### config.mk
export PLATFORM = sky130hd
export DESIGN_NAME = cpu_clock_skeleton
export DESIGN_NICKNAME = d
export VERILOG_FILES = /design/src/rtl/cpu_clock_skeleton_pkg.sv /design/src/rtl/cpu_clock_skeleton_phase_counter.sv /design/src/rtl/cpu_clock_skeleton.sv
export SDC_FILE = /design/constraint.sdc
export NUM_CORES = 1
export LEC_CHECK = 0
export ABC_AREA = 1
export BUFFER_PORTS_ARGS = -buffer_cell sky130_fd_sc_hd__clkbuf_2
export CAP_MARGIN = 25
export CORE_AREA = 2 2 39 41
export CTS_BUF_LIST = sky130_fd_sc_hd__clkbuf_4 sky130_fd_sc_hd__clkbuf_8 sky130_fd_sc_hd__clkbuf_16
export CTS_CLUSTER_DIAMETER = 150
export DETAILED_ROUTE_END_ITERATION = 7
export DIE_AREA = 0 0 41 43
export GPL_ROUTABILITY_DRIVEN = 0
export GPL_TIMING_DRIVEN = 0
export PLACE_DENSITY = 0.44
export SLEW_MARGIN = 20
export SYNTH_ARGS = -nofsm -noshare
export SYNTH_HDL_FRONTEND = slang
export SYNTH_SLANG_ARGS = --single-unit
### constraint.sdc
create_clock -name clock -period 3.5 [get_ports clock]
set_clock_uncertainty 0.1 [all_clocks]
set_input_delay 0.875 -clock clock [delete_from_list [all_inputs] [get_ports clock]]
set_output_delay 0.875 -clock clock [all_outputs]
set_load 0.02 [all_outputs]
### src/rtl/cpu_clock_skeleton_pkg.sv
// Shared constants and helpers for the processor clock-phase generator.
// DIV is the number of master cycles per processor step; WARMUP is the post-reset hold-off.
package cpu_clock_skeleton_pkg;

  localparam int DIV_DEFAULT    = 4;
  localparam int WARMUP_DEFAULT = 2;

  // Width of a counter that spans 0..n-1 (never narrower than one bit).
  function automatic int cnt_width(input int n);
    return (n <= 2) ? 1 : $clog2(n);
  endfunction

  localparam int PH_W = cnt_width(DIV_DEFAULT);

  // Bit positions of the four sub-clocks inside the decode vector.
  typedef enum logic [1:0] {
    CLK_IMEM = 2'd0,
    CLK_DMEM = 2'd1,
    CLK_PROC = 2'd2,
    CLK_REGF = 2'd3
  } sub_clock_e;

  localparam int N_SUB = 4;

endpackage

### src/rtl/cpu_clock_skeleton_phase_counter.sv
// Warm-up and step-phase counters. Exposes both the registered state and the
// value it takes on the coming edge, so the output flops can decode the new phase.
module phase_counter
  import cpu_clock_skeleton_pkg::*;
#(
  parameter int DIV    = DIV_DEFAULT,
  parameter int WARMUP = WARMUP_DEFAULT,
  parameter int PW     = cnt_width(DIV)
) (
  input  logic          clock,
  input  logic          reset,
  output logic [PW-1:0] ph,
  output logic [PW-1:0] ph_next,
  output logic          run,
  output logic          run_next
);

  localparam int WU_W = cnt_width(WARMUP + 1);

  logic [PW-1:0]   ph_reg;
  logic [WU_W-1:0] wu_reg;
  logic [WU_W-1:0] wu_next;
  logic            run_reg;

  always_comb begin
    ph_next  = ph_reg;
    wu_next  = wu_reg;
    run_next = run_reg;
    if (run_reg) begin
      ph_next = (ph_reg == PW'(DIV - 1)) ? '0 : ph_reg + 1'b1;
    end else begin
      wu_next = wu_reg + 1'b1;
      // The edge that sees the last warm-up count starts the first step at phase 0.
      if (wu_reg == WU_W'(WARMUP - 1)) begin
        run_next = 1'b1;
        ph_next  = '0;
      end
    end
  end

  always_ff @(posedge clock or negedge reset) begin
    if (!reset) begin
      ph_reg  <= '0;
      wu_reg  <= '0;
      run_reg <= 1'b0;
    end else begin
      ph_reg  <= ph_next;
      wu_reg  <= wu_next;
      run_reg <= run_next;
    end
  end

  assign ph  = ph_reg;
  assign run = run_reg;

endmodule

### src/rtl/cpu_clock_skeleton.sv
// Four registered, glitch-free sub-clocks for the single-cycle processor skeleton,
// each with a period of DIV master cycles and a fixed phase order within a step.
module cpu_clock_skeleton
  import cpu_clock_skeleton_pkg::*;
#(
  parameter int DIV    = DIV_DEFAULT,
  parameter int WARMUP = WARMUP_DEFAULT
) (
  input  logic clock,
  input  logic reset,
  output logic imem_clock,
  output logic dmem_clock,
  output logic processor_clock,
  output logic regfile_clock
);

  localparam int PW = cnt_width(DIV);
  localparam logic [PW-1:0] HALF = PW'(DIV / 2);

  logic [PW-1:0]    ph;
  logic [PW-1:0]    ph_next;
  logic             run;
  logic             run_next;
  logic [N_SUB-1:0] sub_next;
  logic [N_SUB-1:0] sub_reg;

  phase_counter #(
    .DIV    (DIV),
    .WARMUP (WARMUP),
    .PW     (PW)
  ) u_phase (
    .clock    (clock),
    .reset    (reset),
    .ph       (ph),
    .ph_next  (ph_next),
    .run      (run),
    .run_next (run_next)
  );

  // Decode the phase the counter is about to enter so each output is a plain flop.
  always_comb begin
    sub_next = '0;
    if (run_next) begin
      sub_next[CLK_PROC] = (ph_next < HALF);
      sub_next[CLK_REGF] = (ph_next < HALF);
      sub_next[CLK_IMEM] = (ph_next != '0) && (ph_next <= HALF);
      sub_next[CLK_DMEM] = (ph_next >= HALF);
    end
  end

  for (genvar gi = 0; gi < N_SUB; gi++) begin : g_sub_flop
    always_ff @(posedge clock or negedge reset) begin
      if (!reset) begin
        sub_reg[gi] <= 1'b0;
      end else begin
        sub_reg[gi] <= sub_next[gi];
      end
    end
  end

  assign imem_clock      = sub_reg[CLK_IMEM];
  assign dmem_clock      = sub_reg[CLK_DMEM];
  assign processor_clock = sub_reg[CLK_PROC];
  assign regfile_clock   = sub_reg[CLK_REGF];

endmodule

---- After elaboration in Yosys (flattened, before gate mapping) ----
Index checks and enable logic that the tools add are counted.
storage, ports and cells
  bits in registers ....................... 9
  input bits .............................. 2
  logic and storage cells ................. 22
cells by class
  $add $sub $neg .......................... 2
  order comparisons ....................... 3
  equality and inequality tests ........... 2
  muxes and demuxes ....................... 6
  reductions and logical operators ........ 2
operator list
  kind                 count
  $mux 2               3
  $add 2x1->2 const B  2
  $mux 4               1
  $eq 2x1->1 const B   1
  $eq 2x2->1 const B   1
  $ge 2x2->1 const B   1
  $le 2x2->1 const B   1
  $lt 2x2->1 const B   1
  $mux 1               2
  $reduce_bool 2->1    1
  $logic_and 1x1->1    1

---- Depth between registers and ports, before layout ----
Gate-level depths: netlist of run 1.
  depth in word-level cells ............... 6
  gate-level depth with buffers ........... 9
  gate-level depth less buffers ........... 9

---- Modules after synthesis ----
From an unflattened synthesis of run 1, not the netlist that was laid out.
second synthesis, totals
  cells, all modules ...................... 32
  area total of the unflattened synthesis .. 329.1 um^2
modules (own cells, without submodules)
  module              times used  cells an instance  area an instance (um^2)
  phase_counter       1           21                 211.5
  cpu_clock_skeleton  1           11                 117.6

---- Worst setup path after synthesis of run 1 ----
OpenSTA, ideal clock, no wires.
  path kind ............................... flip-flop to output port
  start ................................... reg processor_clock (netlist name)
  end ..................................... out regfile_clock
  data arrival time ....................... 0.613 ns
  required time ........................... 2.525 ns
  setup slack ............................. 1.912 ns
  cell stages (with the launch flop) ...... 2
  path buffers ............................ 1
  path through ............................ dfrtp_1 buf_4
RTL lines
  what           line                      RTL
  end, declared  cpu_clock_skeleton.sv:14  output logic regfile_clock

==> results.py, run 1 <==
metrics = {
    "placed_design": {
        "portBuffers": 5,
        "place_ws_ps": 1910,
        "hpwl_um": 489,
        "dp_cells": 58,
    },
    "clock_tree": {
        "clk_latency_ps": 250,
        "cts_buffer_depth": 2,
        "numCtsBuffers": 3,
        "clockRootBuffer": "clkbuf_4",
        "ctsResizeCount": 0,
        "htreeDepth": 1,
        "cts_sinks": 8,
        "cts_tree": "yes",
        "postCtsHoldBufs": 0,
        "post_cts_buffers": 0,
        "clk_pin_slew_worst_paths_ps": 60,
    },
    "setup_path": {
        "cp-start-kind": "register",
        "crit_slowest_cell": "dfrtp_1",
        "critical_path_required_ps": 2520,
        "critPathMaxFanout": 2,
        "rr_startpoint": "u_phase.wu_reg[0]$_DFFE_PN0N_",
        "max_stage_delay_ps": 370,
        "r2r_slack_ps": 2030,
        "rr_worst_depth": 7,
        "critPathKind": "reg -> out",
        "crit_family": "flip-flops",
        "cp_num_buf_inv": 2,
        "r2r-end": "imem_clock$_DFF_PN0_",
        "crit_arrival_ps": 880,
        "end_kind": "output port",
        "crit_chain": "buf_4, clkbuf_2",
    },
    "synthesis": {
        "netlist_instances": 37,
        "synth_compound_area_share_pct": 4.89,
        "ys_ff_latch": 8,
        "synth_adder_area_share_pct": 9.77,
        "synth_cell_types": 16,
        "syn_area_sq_um": 384,
        "ys_seq_area_share_pct": 52.1,
        "synthXorXnorAreaFrac_pct": 2.28,
        "syn_avg_cell_area_sq_um": 10.4,
        "syn_nets": 42,
        "synth_top_family_by_area": "simple AND/OR/NAND/NOR gates",
        "synthSimpleGateAreaFrac_pct": 19.5,
        "synthMuxAreaShare_pct": 0,
        "yosys_warnings": 0,
    },
    "grt": {
        "grt_usage_pct": 9.33,
        "grt_pass1_wl_um": 1040,
        "overflow": 0,
        "grt_pass1_vias": 251,
        "grt_max_degree": 10,
        "antenna_found_initial": 0,
    },
    "drt": {
        "ant_nets": 0,
        "drc": 0,
        "drt_iter0_drc": 6,
        "drtPass1Iterations": 4,
        "via_per_inst": 4.25,
        "wire_per_inst_um": 9.95,
        "wl_um": 607,
        "vias": 259,
    },
    "timing": {
        "tightest_slew_ps": 208,
        "finalMaxSlewViolations": 0,
        "finalSetupViolCount": 0,
        "setup_ws_ps": 1650,
        "rsz0062_at_grt": "false",
        "slew_headroom_pct": 86.2,
        "fmax_mhz": 539,
        "hold_viol_final": 0,
        "fin_crit_ps": 1850,
        "post-route-period-util_pct": 53.0,
        "finalSetupTns_ps": 0,
    },
    "die": {
        "ios": 6,
        "die_w_um": 41,
        "dieHeight_um": 43,
        "rows": 14,
        "fp.dieArea_sq_mm": 0.00176,
        "core_area_sq_mm": 0.00138,
        "initial_core_util_pct": 27.8,
    },
    "final_layout": {
        "final_core_utilization_pct": 32.6,
        "syn_to_final_growth_pct": 17.6,
        "final_common_cell": "dfrtp_1",
        "drive_above_1_share_pct": 35.6,
        "nNetsFinal": 52,
        "fin_cells": 61,
        "n_fill_cell": 151,
        "antennaDiodeCount": 0,
        "layout.cells.most_common_list": "8 x dfrtp_1, 7 x nand2_1, 5 x inv_1, 5 x clkbuf_2",
    },
    "hold_path": {
        "min_path_type": "in -> async",
    },
    "power_and_ir_drop": {
        "irDropWorstVdd_mv": 0.216,
        "power_density_mw_per_mm2": 362,
        "p_leak_nw": 0.247,
    },
    "job": {
        "cap_violations": 0,
    },
    "outcome": {
        "status": "complete, no violations",
    },
}
==> how the worst max path moves through the flow <==
stage,cells after the start,slack [ps],start,endpoint
floorplan,1,1910,processor_clock$_DFF_PN0_,regfile_clock
global placement,2,1910,processor_clock$_DFF_PN0_,regfile_clock
detailed placement,2,1910,processor_clock$_DFF_PN0_,regfile_clock
CTS,2,1640,processor_clock$_DFF_PN0_,regfile_clock
global route,2,1590,processor_clock$_DFF_PN0_,regfile_clock
finish,2,1650,processor_clock$_DFF_PN0_,regfile_clock
==> synthesized netlist by cell type <==
| library cell | instances | area (sq um) |
|---|---|---|
| nand3_1 | 2 | 10.0 |
| nor2_4 | 1 | 11.3 |
| nor2_1 | 1 | 3.75 |
| inv_4 | 1 | 6.26 |
| ha_1 | 3 | 37.5 |
| a21oi_1 | 1 | 5.00 |
| buf_6 | 1 | 11.3 |
| buf_4 | 1 | 7.51 |
| xnor2_1 | 1 | 8.76 |
| a21oi_2 | 1 | 8.76 |
| inv_1 | 5 | 18.8 |
| nand2_4 | 1 | 11.3 |
| o21ai_0 | 1 | 5.00 |
| dfrtp_1 | 8 | 200 |
| nand2_1 | 7 | 26.3 |
| nand2_2 | 2 | 12.5 |
==> per-layer routing <==
metal  GRT usage (%)  vias to the layer above  part of all wire [%]
met5               0                        -                     0
met2            13.8                        7                    46
li1                -                      129                     -
met4            4.00                        0                   1.6
met1            9.97                      121                    44
met3            6.28                        2                   7.7
==> final cells by class <==
class,count,area (sq um),area share (%)
sequential,8,200,44.3
multi-input combinational,21,140,31.0
timing repair buffer,5,25.0,5.54
inverter,6,25.0,5.54
clock buffer,3,22.5,4.99
tap,16,20.0,4.43
buffer,2,18.8,4.16
==> report_power, final <==
group | total, W | leakage, nW | switching, W | internal [W]
clock network | 0.0000688 | 0.0138 | 0.0000297 | 0.0000391
logic | 0.00000215 | 0.146 | 0.00000175 | 0.000000399
registers | 0.0000926 | 0.0879 | 0 | 0.0000926
total | 0.000164 | 0.247 | 0.0000314 | 0.000132
==> cell families after synthesis <==
family	count (synthesis)
AOI/OAI and AO/OA	3
DFF	8
and+or+nand+nor	14
xor gates and xnor gates	1
buffers and inverters	8
adders and majority gates	3
==> metrics by stage <==
step	area (sq um)	hold WS, ps	total power [W]
floorplan	384	353	0.0000942
global route	452	362	0.000173
detailed placement	429	374	0.0000965
finish	452	363	0.000164
global placement	429	367	0.0000964
CTS	452	368	0.000165
No activity file was read; power rests on OpenSTA's default activity.
==> run 2: changes to the inputs <==
PLACE_DENSITY = 0.46   (was 0.44)
clock period = 1.7 ns   (was 3.5 ns; I/O delays follow)
==> run 2 against run 1 <==
  * Largest cell class unchanged
  * Final cell count is 1.6% higher
  * Final area increased by 2.2%
  * Clock-buffer cell count did not move
  * Sequential power increased by 110%
  * Die area stayed put
  * Hold slack gained 29 ps
  * Flip-flop and latch count unchanged
  * Via count shrank 0.77%
  * First-iteration DRC count fell by 83%
  * Total power is 110% higher
==> results.py, run 2 (synthesis results as in run 1) <==
metrics = {
    "outcome": {
        "status": "complete, no violations",
    },
    "clock_tree": {
        "post_cts_buffers": 0,
        "cts_sinks": 8,
        "ctsResizeCount": 0,
        "numCtsBuffers": 3,
        "cts_tree": "yes",
        "clockRootBuffer": "clkbuf_4",
        "clk_latency_ps": 260,
        "cts_buffer_depth": 2,
        "htreeDepth": 1,
        "clk_pin_slew_worst_paths_ps": 50,
    },
    "setup_path": {
        "cp-start-kind": "register",
        "end_kind": "register",
        "critical_path_required_ps": 1790,
        "crit_chain": "ha_1, inv_1, nand2_4, nand2_1, nand2_1, ha_1, nor2_1",
        "critPathKind": "reg -> reg",
        "max_stage_delay_ps": 390,
        "crit_family": "adder cells",
        "critPathMaxFanout": 2,
        "startpoint": "u_phase.wu_reg[0]$_DFFE_PN0N_",
        "crit_arrival_ps": 1550,
        "rr_worst_depth": 7,
        "cp_num_buf_inv": 1,
        "r2r_slack_ps": 240,
        "crit_slowest_cell": "dfrtp_1",
        "rr_startpoint": "u_phase.wu_reg[0]$_DFFE_PN0N_",
        "cp_num_cells": 7,
    },
    "final_layout": {
        "fin_cells": 62,
        "antennaDiodeCount": 0,
        "layout.cells.most_common_list": "8 x dfrtp_1, 7 x nand2_1, 5 x inv_1, 5 x clkbuf_2",
        "final_common_cell": "dfrtp_1",
        "nNetsFinal": 53,
        "drive_above_1_share_pct": 34.8,
        "n_fill_cell": 149,
        "syn_to_final_growth_pct": 20.2,
    },
    "drt": {
        "drtPass1Iterations": 3,
        "wire_per_inst_um": 9.68,
        "drt_iter0_drc": 1,
        "vias": 257,
        "ant_nets": 0,
        "drc": 0,
        "wl_um": 600,
        "via_per_inst": 4.15,
    },
    "hold_path": {
        "min_path_type": "reg -> reg",
        "holdPathStages": 2,
        "min-delay-start": "u_phase.wu_reg[1]$_DFFE_PN0N_",
    },
    "grt": {
        "antenna_found_initial": 0,
        "grt_pass1_vias": 253,
        "overflow": 0,
        "grt_max_degree": 10,
        "grt_pass1_wl_um": 1010,
        "grt_usage_pct": 10.3,
    },
    "die": {
        "ios": 6,
        "dieHeight_um": 43,
        "fp.dieArea_sq_mm": 0.00176,
        "die_w_um": 41,
        "rows": 14,
        "core_area_sq_mm": 0.00138,
        "initial_core_util_pct": 27.8,
    },
    "timing": {
        "hold_viol_final": 0,
        "slew_headroom_pct": 86.9,
        "finalSetupTns_ps": 0,
        "fmax_mhz": 683,
        "tightest_slew_ps": 196,
        "fin_crit_ps": 1460,
        "finalMaxSlewViolations": 0,
        "rsz0062_at_grt": "false",
        "post-route-period-util_pct": 86.1,
        "finalSetupViolCount": 0,
    },
    "power_and_ir_drop": {
        "irDropWorstVdd_mv": 0.312,
        "power_density_mw_per_mm2": 745,
        "p_leak_nw": 0.252,
    },
    "placed_design": {
        "portBuffers": 5,
        "dp_cells": 58,
        "hpwl_um": 450,
    },
    "job": {
        "cap_violations": 0,
    },
}
-- run 2: cell types whose count changed in the layout (fill, tap and decap cells not counted), sizes merged --
cell,previous run,this run
dlygate4sd3,0,1
-- run 2: path summary, 6_finish.rpt --
check,to
worst max-delay path,imem_clock$_DFF_PN0_
worst min-delay path,u_phase.wu_reg[1]$_DFFE_PN0N_
worst max register to register,imem_clock$_DFF_PN0_
worst min register to register,u_phase.wu_reg[1]$_DFFE_PN0N_
max in group asynchronous,u_phase.wu_reg[0]$_DFFE_PN0N_
min in group asynchronous,dmem_clock$_DFF_PN0_
-- run 2: stage by stage --
step	setup slack, ps	area (sq um)	utilization, %	total power (W)	hold slack [ps]
2_1_floorplan	321	384	-	0.000194	29.4
3_3_place_gp	243	429	31.0	0.000198	178
3_5_place_dp	227	429	31.0	0.000199	184
4_1_cts	216	462	33.4	0.000353	402
5_1_grt	143	462	33.4	0.000361	426
6_report	237	462	33.4	0.000344	392
-- run 2: what timing repair did --
action                                 4_1_cts  5_1_grt
hold buffers                                 1        0
setup endpoints to repair                    0        0
endpoints found under the hold margin        8        0
-- run 2: area by class of cell --
cell class	instances	area, sq um	area share [%]
Tap cell	16	20.0	4.34
Multi-Input combinational cell	21	140	30.4
Inverter	6	25.0	5.42
Clock buffer	3	22.5	4.88
Timing Repair Buffer	6	35.0	7.59
Buffer	2	18.8	4.07
Sequential cell	8	200	43.4
-- run 2: worst min-delay path, cell delays in order (launching register included) --
cell,delay (ps)
dfrtp_1,340
nand2_1,50
o21ai_0,60
-- run 2: report_power, final --
part,switching [W],total [W],leakage (nW),internal [W]
combinational,0.00000369,0.00000600,0.150,0.00000231
sequential,0,0.000191,0.0879,0.000191
clock,0.0000665,0.000147,0.0138,0.0000809
-- run 2: layer usage --
layer  global-route usage [%]  wire, um  vias to the layer above
met4                     14.0        42                        0
met1                     9.40       260                      116
met2                     13.4       260                        7
li1                         -         -                      130
met3                     4.71        37                        4
met5                        0         0                        -
==> run 3: changes to the inputs <==
ABC_CLOCK_PERIOD_IN_PS = 1700   (was default)
PLACE_DENSITY = 0.41   (was 0.46)
SYNTH_HIERARCHICAL = 1   (was default)
==> run 3 against run 2 <==
  * Final area shrank 12%
  * Final cell count fell by 8.1%
  * Combinational power is essentially flat
  * Via count is 14% lower
  * Fmax up 2.3%
  * Clock power decreased by 3%
  * Sequential share of layout area increased by 5.9 points
  * Setup slack better by 34 ps
  * Non-clock buffer count fell by 1
  * Hold slack got worse by 9.1 ps
  * First-iteration DRC count is 100% higher
  * Critical path type unchanged
  * Critical endpoint is now dmem_clock$_DFF_PN0_
  * Largest cell class unchanged
  * Largest power group unchanged
  * Highest routed layer unchanged
==> results.py, run 3 <==
metrics = {
    "setup_path": {
        "r2r-end": "dmem_clock$_DFF_PN0_",
        "crit_slowest_cell": "dfrtp_1",
        "rr_startpoint": "u_phase/wu_reg[0]$_DFFE_PN0N_",
        "crit_chain": "ha_1, inv_1, nand3_1, nand2_1, inv_1, ha_1, nor2_1, nor2_1",
        "crit_arrival_ps": 1470,
        "critPathKind": "reg -> reg",
        "max_stage_delay_ps": 390,
        "critPathMaxFanout": 3,
        "critical_path_required_ps": 1740,
        "rr_worst_depth": 8,
        "cp-start-kind": "register",
        "r2r_slack_ps": 270,
        "end_kind": "register",
        "startpoint": "u_phase/wu_reg[0]$_DFFE_PN0N_",
    },
    "timing": {
        "hold_viol_final": 0,
        "fmax_mhz": 699,
        "fin_crit_ps": 1430,
        "finalSetupViolCount": 0,
        "post-route-period-util_pct": 84.1,
        "hold_ws_ps": 383,
        "rsz0062_at_grt": "false",
        "finalMaxSlewViolations": 0,
        "tightest_slew_ps": 207,
        "slew_headroom_pct": 86.2,
        "finalSetupTns_ps": 0,
    },
    "clock_tree": {
        "numCtsBuffers": 3,
        "cts_sinks": 8,
        "htreeDepth": 1,
        "post_cts_buffers": 0,
        "cts_buffer_depth": 2,
        "clockRootBuffer": "clkbuf_4",
        "cts_tree": "yes",
        "clk_pin_slew_worst_paths_ps": 60,
        "clk_latency_ps": 250,
    },
    "die": {
        "ios": 6,
        "rows": 14,
        "core_area_sq_mm": 0.00138,
        "die_w_um": 41,
        "initial_core_util_pct": 23.8,
        "dieHeight_um": 43,
        "fp.dieArea_sq_mm": 0.00176,
    },
    "hold_path": {
        "holdPathStages": 1,
        "min_path_type": "reg -> reg",
        "hold-path-endpoint": "u_phase/wu_reg[0]$_DFFE_PN0N_",
        "min-delay-start": "u_phase/wu_reg[0]$_DFFE_PN0N_",
    },
    "power_and_ir_drop": {
        "finalPower_w": 0.000339,
        "power_density_mw_per_mm2": 834,
        "p_leak_nw": 0.224,
        "irDropWorstVdd_mv": 0.369,
    },
    "drt": {
        "via_per_inst": 3.89,
        "vias": 222,
        "drc": 0,
        "ant_nets": 0,
        "wire_per_inst_um": 9.04,
        "drt_iter0_drc": 2,
        "drtPass1Iterations": 4,
        "wl_um": 515,
    },
    "synthesis": {
        "synth_edf_count": 0,
        "synth_common_cells": "8 x dfrtp_1, 6 x nand2_1, 5 x nor2_1",
        "syn_area_sq_um": 329,
        "ys_seq_area_share_pct": 60.8,
        "synth.area.top_cells": "dfrtp_1 61%, ha_1 11%, nand2_1 6.8%, nor2_1 5.7%, inv_1 4.6%",
        "post-synth-top-count-cell": "dfrtp_1",
        "ys.flop_type": "dfrtp_1",
        "yosysTopAreaCell": "dfrtp_1",
        "synth_cell_types": 10,
        "syn_nets": 37,
        "synth_async_sr_flop_share_pct": 100,
        "syn_avg_cell_area_sq_um": 10.3,
        "yosys_warnings": 6,
        "netlist_instances": 32,
        "synth_top_area_share_pct": 60.8,
        "ys_ff_latch": 8,
    },
    "grt": {
        "antenna_found_initial": 0,
        "grt_pass1_wl_um": 917,
        "overflow": 0,
        "grt_max_degree": 9,
        "grt_usage_pct": 8.83,
        "grt_pass1_vias": 239,
    },
    "final_layout": {
        "layout.cells.most_common_list": "8 x dfrtp_1, 6 x nand2_1, 5 x nor2_1, 5 x clkbuf_2, 4 x inv_1",
        "final_common_cell": "dfrtp_1",
        "n_fill_cell": 150,
        "nNetsFinal": 48,
        "fin_cells": 57,
        "antennaDiodeCount": 0,
        "syn_to_final_growth_pct": 23.6,
        "regArea_sq_um": 200,
        "multi_input_area_sq_um": 103,
        "drive_above_1_share_pct": 24.4,
    },
    "job": {
        "cap_violations": 0,
    },
    "placed_design": {
        "hpwl_um": 419,
        "portBuffers": 5,
        "dp_cells": 53,
    },
    "outcome": {
        "status": "complete, no violations",
    },
}
[run 3: changes by cell type after synthesis]
cell	delta
buf_6	-1
a21oi_2	-1
inv_1	-1
nand2_4	-1
inv_2	+1
nor2_4	-1
nor2_1	+4
inv_4	-1
nand2_1	-1
nand2_2	-2
a21oi_1	-1
[run 3: worst max-delay path by stage]
stage / end / slack [ps] / cells after the start
after global placement: dmem_clock$_DFF_PN0_ / 300 / 8
after CTS: imem_clock$_DFF_PN0_ / 250 / 7
after detailed placement: imem_clock$_DFF_PN0_ / 260 / 7
after floorplan: imem_clock$_DFF_PN0_ / 380 / 5
final: dmem_clock$_DFF_PN0_ / 270 / 8
after global routing: imem_clock$_DFF_PN0_ / 120 / 7
[run 3: cell families after synthesis]
| logic type | count (synthesis) | share of synthesized area [%] |
|---|---|---|
| buffers and inverters | 6 | 7.98 |
| AO/OA/AOI/OAI | 1 | 1.52 |
| flip-flops | 8 | 60.8 |
| AND/OR/NAND/NOR | 13 | 15.6 |
| XOR/XNOR | 1 | 2.66 |
| adder cells (fa/ha/maj) | 3 | 11.4 |
[run 3: metal layers]
metal  vias to the layer above  track usage, %  routed length (um)
li1                        116               -                   -
met1                       100            9.33                 234
met2                         4            10.9                 244
met3                         2            3.14                  27
met4                         0            12.0                   9
met5                         -               0                   0
[run 3: repair_timing]
item,in CTS,in global routing
gates resized for setup,0,0
endpoints found under the hold margin,8,0
hold buffers,1,0
[run 3: area by class of cell]
cell class	count	area share [%]
timing repair buffer	6	8.62
sequential	8	49.2
multi-input combinational	18	25.2
tap	16	4.92
buffer	1	1.85
inverter	5	4.62
clock buffer	3	5.54
[run 3: report_power, final]
part | leakage, nW | total (W) | internal [W] | switching, W
clock network | 0.0138 | 0.000142 | 0.0000806 | 0.0000617
registers | 0.0879 | 0.000191 | 0.000191 | 0
logic | 0.122 | 0.00000598 | 0.00000231 | 0.00000367
total | 0.224 | 0.000339 | 0.000274 | 0.0000654
[run 3: critical path, delay by kind of cell, from the launching register on]
kind / cells / cell delay [ps]
buf+inv: 2 / 130
simple gates: 4 / 290
flops: 1 / 390
fa+ha+maj: 2 / 380
[run 3: per-stage QoR]
step	setup slack, ps	instance area [sq um]	util [%]
finish	270	407	29.4
global route	124	407	29.4
CTS	251	407	29.4
detailed placement	265	374	27.0
global placement	296	374	27.0
floorplan	379	329	-
